File: config.mk
export PLATFORM = sky130hd
export DESIGN_NAME = keypad_scan_ctrl_flat
export DESIGN_NICKNAME = d
export VERILOG_FILES = /design/src/rtl/keypad_scan_ctrl_if.sv /design/src/rtl/keypad_scan_ctrl.sv /design/src/flat_wrapper.sv
export SDC_FILE = /design/constraint.sdc
export NUM_CORES = 1
export LEC_CHECK = 0
export CAP_MARGIN = 0
export CORE_MARGIN = 10
export CORE_UTILIZATION = 53
export CTS_BUF_LIST = sky130_fd_sc_hd__clkbuf_8
export DETAILED_ROUTE_END_ITERATION = 6
export HOLD_SLACK_MARGIN = 0.08
export PLACE_DENSITY = 0.78
export SLEW_MARGIN = 10
export SYNTH_ARGS = -nofsm -noshare
export SYNTH_HDL_FRONTEND = slang
export SYNTH_SLANG_ARGS = --single-unit
File: constraint.sdc
create_clock -name clk -period 2 [get_ports clk]
set_input_delay 0.4 -clock clk [delete_from_list [all_inputs] [get_ports clk]]
set_output_delay 0.4 -clock clk [all_outputs]
set_load 0.01 [all_outputs]
File: src/rtl/keypad_scan_ctrl_if.sv
// Keypad-side and CPU-side signals of the 4x4 keypad scan controller.
// The controller takes the master view; the keypad/CPU model takes the slave view.
interface keypad_scan_ctrl_if;
   logic [3:0]  col_in;
   logic [3:0]  row_out;
   logic [15:0] key_pulse;
   logic        key_valid;
   logic [3:0]  key_code;
   logic [15:0] key_state;

   modport master (
      input  col_in,
      output row_out, key_pulse, key_valid, key_code, key_state
   );

   modport slave (
      output col_in,
      input  row_out, key_pulse, key_valid, key_code, key_state
   );
endinterface

File: src/rtl/keypad_scan_ctrl.sv
// 4x4 matrix keypad scanner: drives rows, samples synchronized columns into a frame
// snapshot, debounces whole frames and emits one-cycle pulses for newly pressed keys.
module keypad_scan_ctrl #(
   parameter int SCAN_DIV        = 1000,
   parameter int DEBOUNCE_FRAMES = 4
) (
   input  logic                 clk,
   input  logic                 rstn,
   keypad_scan_ctrl_if.master   kp
);

   localparam int         SLOT_W    = $clog2(SCAN_DIV);
   localparam logic [3:0] DEB_LIMIT = 4'(DEBOUNCE_FRAMES);

   typedef enum logic [1:0] {S_DRIVE, S_SAMPLE, S_EVAL} state_t;

   state_t              state, state_next;
   logic [SLOT_W-1:0]   slot_cnt;
   logic [1:0]          row_idx;
   logic [3:0]          row_out;
   logic [3:0]          col_meta, col_sync;
   logic [15:0]         snapshot, prev_snap, key_state;
   logic [3:0]          stable_cnt;
   logic [15:0]         key_pulse;
   logic                key_valid;
   logic [3:0]          key_code;

   logic                slot_last;
   logic [3:0]          cnt_next;
   logic                accept;
   logic [15:0]         pulse_next;
   logic [3:0]          code_next;

   assign slot_last = (slot_cnt == SLOT_W'(SCAN_DIV - 2));

   // NOTE: state and datapath registers use non-blocking assignments so every
   // flop samples the pre-edge values; blocking here would create order-dependent races.
   always_ff @(posedge clk or negedge rstn) begin
      if (!rstn) state <= S_DRIVE;
      else       state <= state_next;
   end

   // NOTE: every output of this block gets a default first, so no path can
   // leave a value unassigned and infer a latch.
   always_comb begin
      state_next = state;
      cnt_next   = stable_cnt;
      accept     = 1'b0;
      pulse_next = '0;
      code_next  = '0;

      case (state)
         S_DRIVE:  if (slot_last) state_next = S_SAMPLE;
         S_SAMPLE: state_next = (row_idx == 2'd3) ? S_EVAL : S_DRIVE;
         S_EVAL:   state_next = S_DRIVE;
         default:  state_next = S_DRIVE;
      endcase

      if (state == S_EVAL) begin
         if (snapshot == prev_snap)
            cnt_next = (stable_cnt >= DEB_LIMIT) ? DEB_LIMIT : stable_cnt + 4'd1;
         else
            cnt_next = 4'd1;
         accept = (cnt_next == DEB_LIMIT) && (snapshot != key_state);
      end

      if (accept) pulse_next = snapshot & ~key_state;

      // Scan downward so the last hit is the lowest index.
      for (int i = 15; i >= 0; i--) begin
         if (pulse_next[i]) code_next = 4'(i);
      end
   end

   always_ff @(posedge clk or negedge rstn) begin
      if (!rstn) begin
         col_meta   <= 4'hF;
         col_sync   <= 4'hF;
         slot_cnt   <= '0;
         row_idx    <= 2'd0;
         row_out    <= 4'b1110;
         snapshot   <= '0;
         prev_snap  <= '0;
         stable_cnt <= '0;
         key_state  <= '0;
         key_pulse  <= '0;
         key_valid  <= 1'b0;
         key_code   <= '0;
      end else begin
         col_meta <= kp.col_in;
         col_sync <= col_meta;

         slot_cnt <= (state == S_DRIVE && !slot_last) ? slot_cnt + 1'b1 : '0;

         if (state == S_SAMPLE) begin
            snapshot[{row_idx, 2'b00} +: 4] <= ~col_sync;
            row_idx <= row_idx + 2'd1;
            row_out <= {row_out[2:0], row_out[3]};
         end

         if (state == S_EVAL) begin
            stable_cnt <= cnt_next;
            prev_snap  <= snapshot;
            if (accept) key_state <= snapshot;
         end

         // Releases only clear key_state; pulse_next carries rising keys alone.
         key_pulse <= pulse_next;
         key_valid <= |pulse_next;
         if (|pulse_next) key_code <= code_next;
      end
   end

   assign kp.row_out   = row_out;
   assign kp.key_pulse = key_pulse;
   assign kp.key_valid = key_valid;
   assign kp.key_code  = key_code;
   assign kp.key_state = key_state;

endmodule

File: src/flat_wrapper.sv
// flat-port wrapper written by rule: the top's interface ports become plain ports
module keypad_scan_ctrl_flat 
#(
   parameter int SCAN_DIV        = 1000,
   parameter int DEBOUNCE_FRAMES = 4
)
  (clk, rstn, kp_col_in, kp_row_out, kp_key_pulse, kp_key_valid, kp_key_code, kp_key_state);
  keypad_scan_ctrl_if kp_i ();
  input  logic clk;
  input  logic rstn;
  input wire logic [$bits(kp_i.col_in)-1:0] kp_col_in;
  output wire logic [$bits(kp_i.row_out)-1:0] kp_row_out;
  output wire logic [$bits(kp_i.key_pulse)-1:0] kp_key_pulse;
  output wire logic [$bits(kp_i.key_valid)-1:0] kp_key_valid;
  output wire logic [$bits(kp_i.key_code)-1:0] kp_key_code;
  output wire logic [$bits(kp_i.key_state)-1:0] kp_key_state;
  assign kp_i.col_in = kp_col_in;
  assign kp_row_out = kp_i.row_out;
  assign kp_key_pulse = kp_i.key_pulse;
  assign kp_key_valid = kp_i.key_valid;
  assign kp_key_code = kp_i.key_code;
  assign kp_key_state = kp_i.key_state;
  keypad_scan_ctrl #(.SCAN_DIV(SCAN_DIV), .DEBOUNCE_FRAMES(DEBOUNCE_FRAMES)) u_core (.clk(clk), .rstn(rstn), .kp(kp_i));
endmodule
; ---- After elaboration in Yosys (flattened, before gate mapping)
; Cells that the tools add are included.
[totals]
n_memories = 0
latch_bits = 0
romBits = 0
in_bits = 6
ram_bits = 0
word_cells = 63
ff_bits = 99
out_inout_bits = 41
[classes]
addsub = 4
n_lt_le_gt_ge = 1
n_bitwise = 3
eq_ne = 8
mul = 0
mux = 26
shift = 2
n_div = 0
n_reduce_logical = 6
[ops]
columns = op, n
row1 = $mux 4, 19
row2 = $and 16x16->16, 1
row3 = $bwmux 16, 1
row4 = $eq 16x16->1, 1
row5 = $mux 16, 1
row6 = $ne 16x16->1, 1
row7 = $not 16->16, 1
row8 = $reduce_or 16->1, 1
row9 = $shift 4x6->16 const A, 1
row10 = $shiftx 4x6->16, 1
row11 = $add 10x1->10 const B, 1
row12 = $eq 10x10->1 const B, 1
row13 = $mux 10, 1
row14 = $neg 4->6, 1
row15 = $add 4x1->4 const B, 1
row16 = $eq 2x2->1 const B, 2
row17 = $eq 4x3->1 const B, 1
row18 = $ge 4x3->1 const B, 1
row19 = $mux 2, 2
row20 = $not 4->4, 1
row21 = $pmux 2 s2, 1
row22 = $add 2x1->2 const B, 1
row23 = $eq 2x1->1 const B, 1
row24 = $logic_and 1x1->1, 2
row25 = other kinds (5), 5

; ---- Logic depth before layout (Yosys ltp)
[depth]
word_depth = 24
depth_mapped = 9
depth_no_buf = 7

; ---- Worst setup path before layout
; Ideal clock, no wire load.
[synth_timing]
kind = register to register
startpoint = register u_core.key_state[4] (netlist: u_core.kp.key_state[4])
endpoint = register u_core.key_state[10] (netlist: u_core.kp.key_state[10])
path_stages_with_launch = 10
n_path_buf = 2
setup_slack_ns = -0.098
required_time_ns = 1.875
period_less_slack_ns = 2.098
setup_ns = 0.125
arrival_ns = 1.973
path_cell_list = dfrtp_1 inv_1 ha_1 nand4_1 nor4_1 nor2_1 and3_1 buf_6 buf_12 mux2_4
[synth_via]
elab_chain_cells = 4
[synth_rtl]
columns = item, line
row1 = from (decl), keypad_scan_ctrl.sv:22  ; logic [15:0] snapshot, prev_snap, key_state;
row2 = from (signal assigned), keypad_scan_ctrl.sv:104  ; if (accept) key_state <= snapshot;
row3 = $ne 16x16->1, keypad_scan_ctrl.sv:64  ; accept = (cnt_next == DEB_LIMIT) && (snapshot != key_state);
row4 = $logic_and 1x1->1, keypad_scan_ctrl.sv:64
row5 = $mux 1, keypad_scan_ctrl.sv:59  ; if (state == S_EVAL) begin
row6 = $reduce_and 2->1 (no source line), -
; Every way passes these cells.
; A chain may end at the register's enable or synchronous reset.

; ---- Final worst setup path
[layout_timing]
startpoint = register u_core.snapshot[3]
endpoint = register u_core.key_code[2] (netlist: u_core.kp.key_code[2])
[layout_via]
elab_chain_cells = 23
word_cells_on_any_way = 26
classes_between = 3 x eq/ne / 20 x mux / 1 x bitwise / 2 x reduce/logical
[layout_rtl]
columns = item, line
row1 = from (decl), keypad_scan_ctrl.sv:22
row2 = "from (signal, indexed assignment)", keypad_scan_ctrl.sv:96  ; snapshot[{row_idx, 2'b00} +: 4] <= ~col_sync;
row3 = $eq 16x16->1, keypad_scan_ctrl.sv:60  ; if (snapshot == prev_snap)
row4 = $mux 4, keypad_scan_ctrl.sv:60
row5 = $mux 4, keypad_scan_ctrl.sv:59
row6 = $eq 4x3->1, keypad_scan_ctrl.sv:64
row7 = $logic_and 1x1->1, keypad_scan_ctrl.sv:64
row8 = $mux 1, keypad_scan_ctrl.sv:59
row9 = $mux 16 (*), keypad_scan_ctrl.sv:67  ; if (accept) pulse_next = snapshot & ~key_state;
row10 = $mux 4 (16 in a row), keypad_scan_ctrl.sv:71  ; if (pulse_next[i]) code_next = 4'(i);
row11 = to (signal assigned), keypad_scan_ctrl.sv:110  ; if (|pulse_next) key_code <= code_next;
row12 = to (decl), keypad_scan_ctrl.sv:26  ; logic [3:0] key_code;
; Every way passes the cells marked *; elsewhere a longest branch is shown, timed or not. The select of a mux whose other input is x is not followed.

==> flow_metrics.py <==
metrics = {
    "global_route": {
        "grt_overflow_total": 0,
        "grt_pass1_vias": 3544,
        "grt_pass1_wl_mm": 17.8,
        "met1_usage": 0.192,
        "met3_usage": 0.0429,
        "use_met2": 0.305,
        "grtUsageTotal": 0.173,
        "grt_max_degree": 67,
        "top_usage_layer": "met2",
        "antenna_found_initial": 0,
    },
    "timing": {
        "worstMarginPinSlew_ps": 477,
        "fin_crit_sh": 1.09,
        "skew_ps": 16.0,
        "period_minus_slack_ps": 2180,
        "rsz0062_at_grt": "yes",
        "fmax_ghz": 0.459,
        "relSlewSlack": 0.678,
        "setup_tns_ps": -3750,
        "setup_viol": 31,
        "maxSlewViolCount": 0,
        "fin_ws_ps": -179,
        "final-hold-violation-count": 0,
    },
    "logic_synthesis": {
        "ys_warn_count": 0,
        "synthTopCellsByArea": "dfrtp_1, ha_1, dfstp_2",
        "synth_seq_area_share": 0.559,
        "synth_top_area_cell": "dfrtp_1",
        "syn_area_sq_um": 4450,
        "synth_top_area_share": 0.494,
        "synth-main-ff-cell": "dfrtp_1",
        "avgSynthCellArea_sq_um": 11.2,
        "ys_seq_elements": 99,
        "synthArstFlopShare": 1.00,
        "synth_cells": 399,
        "synth_edf_count": 0,
        "synth_cell_types": 38,
        "synth_nets": 430,
    },
    "clock_network": {
        "clk_pin_slew_ps": 110,
        "cts_root_buf": "clkbuf_8",
        "cts_sinks": 99,
        "numCtsBuffers": 9,
        "cts_tree": "yes",
        "clk_path_buf_depth": 2,
        "htree_levels": 3,
        "clk_latency_ps": 370,
    },
    "die": {
        "io_pins": 47,
        "initial_core_util": 0.542,
        "fp-row-count": 33,
        "dieArea_sq_um": 12500,
        "die_h_um": 112,
        "core_area_sq_um": 8220,
        "die_w_um": 112,
    },
    "critical_path": {
        "critPathMaxFanout": 4,
        "critPathKind": "register to register",
        "arrival_ps": 2440,
        "rr_endpoint": "u_core.kp.key_code[2]",
        "ff2ff_path_depth": 11,
        "rrSetupSlack_ps": -180,
        "reg2reg_from": "u_core.snapshot[3]",
        "startpoint_type": "register",
        "crit_required_ps": 2260,
        "end_kind": "register",
    },
    "run_status": {
        "status": "complete, but fails checks",
        "violations": "negative setup slack",
    },
    "route": {
        "vias": 3469,
        "remaining_drc_errors": 0,
        "viasPerCell": 5.54,
        "drt_pass1_iterations": 5,
        "drt_iter0_drc": 241,
        "finalWirelength_mm": 11.5,
        "antenna_left": 0,
        "post_drt_wl_per_cell_um": 18.4,
    },
    "final_layout": {
        "areaGrowthSynthToFinish_pct": 35.2,
        "nNetsFinal": 547,
        "nFillCells": 499,
        "layout_common_cells": "dfrtp_1, nand2_1, buf_4",
        "final_area_sq_um": 6020,
        "drive_gt1_frac": 0.296,
        "layout_commonest_cell": "dfrtp_1",
        "diodes": 0,
        "final_cells": 626,
    },
    "power": {
        "p_leak_nw": 2.85,
        "p_per_area_nw_per_um2": 549,
        "p_total_mw": 3.31,
        "peakVddDrop_uv": 342,
    },
    "placed_design": {
        "dp_worst_setup_slack_ps": -278,
        "placed_cells": 595,
        "io_buffers": 46,
        "place_area_sq_um": 5410,
        "dpl.hpwl_mm": 7.53,
        "gp_congestion": 0.887,
    },
    "min_path": {
        "min_path_type": "input pin to async pin",
    },
    "flow_run": {
        "cap_viol_max_count": 0,
    },
}
how the worst max path moves through the flow:
stage | start | to | slack (ps) | cells past startpoint
finish | u_core.snapshot[3] | u_core.kp.key_code[2] | -180 | 11
global route | u_core.snapshot[3] | u_core.kp.key_code[2] | -240 | 11
CTS | u_core.snapshot[8] | u_core.kp.key_state[9] | -110 | 7
detailed placement | u_core.snapshot[1] | u_core.kp.key_state[13] | -280 | 7
global placement | u_core.snapshot[1] | u_core.kp.key_state[13] | -250 | 7
floorplan | u_core.kp.key_state[15] | u_core.kp.key_state[10] | -20 | 9
cell type report:
class                   instances  area (sq um)  share of cell area
clock buffers                   9           124              0.0206
multi-input cells             266          2060               0.342
repair buffers                115          1060               0.176
clock inverters                 7          60.1             0.00997
flip-flops and latches         99          2500               0.414
well taps                     105           131              0.0218
inverters                      25          93.8              0.0156
metrics by stage:
step / hold WS [ps] / util
finish: 349 / 0.733
detailed placement: 203 / 0.659
floorplan: 104 / -
global route: 335 / 0.733
CTS: 346 / 0.709
global placement: 202 / 0.659
metal layers:
layer,vias to the layer above,wire (um)
met5,-,0
met2,131,5830
met4,0,364
li1,1576,-
met3,28,678
met1,1734,4670
cells by family (layout without fill, tap and decap cells):
group,after synthesis,in the layout,synth area share
XOR/XNOR,25,25,0.0492
multiplexers,22,22,0.0640
adder cells (fa/ha/maj),25,25,0.0702
buffers and inverters,34,156,0.0362
AND/OR/NAND/NOR,162,162,0.175
flip-flops,99,99,0.559
AO/OA/AOI/OAI,32,32,0.0458
Yosys cell counts (5+ instances only):
library cell and n:
nor2_1 21, mux2_4 10, dfrtp_1 88, xnor2_1 20, o21ai_0 16, ha_1 25, nor4_1 7, nand4_1 9
mux2_2 12, nand3_1 6, xor2_1 5, and2_1 19, inv_1 25, dfstp_2 11, nand2_1 77
sequential cells by signal, summed over array words and instances, names as in the netlist, 4 cells and up:
| name | count |
|---|---|
| u_core.col_meta | 4 |
| u_core.col_sync | 4 |
| u_core.kp.key_code | 4 |
| u_core.kp.key_pulse | 16 |
| u_core.kp.key_state | 16 |
| u_core.kp.row_out | 4 |
| u_core.prev_snap | 16 |
| u_core.slot_cnt | 10 |
| u_core.snapshot | 16 |
| u_core.stable_cnt | 4 |
where the power goes:
group / switching [mW] / internal [mW] / leakage, nW
Combinational: 0.0389 / 0.0150 / 1.43
Sequential: 0.00652 / 2.02 / 1.32
Clock: 0.758 / 0.475 / 0.0961
worst max-delay path, cell delays in order (launching register included):
cell and delay, ps:
dfrtp_1 480, ha_1 330, nand4_1 130, nor4_2 330, buf_4 170, buf_4 90, buf_4 90, buf_4 90
buf_4 120, nor4_4 40, a21oi_1 150, a21oi_1 70
repair_timing:
action	in CTS	in global routing
resized for setup	35	22
pin swaps	14	12
endpoints found under the setup margin	36	39
buffers inserted	7	7
endpoints found under the hold margin	25	0
hold buffers	1	0
gates cloned	1	0
(Power assumes the default switching activity.)
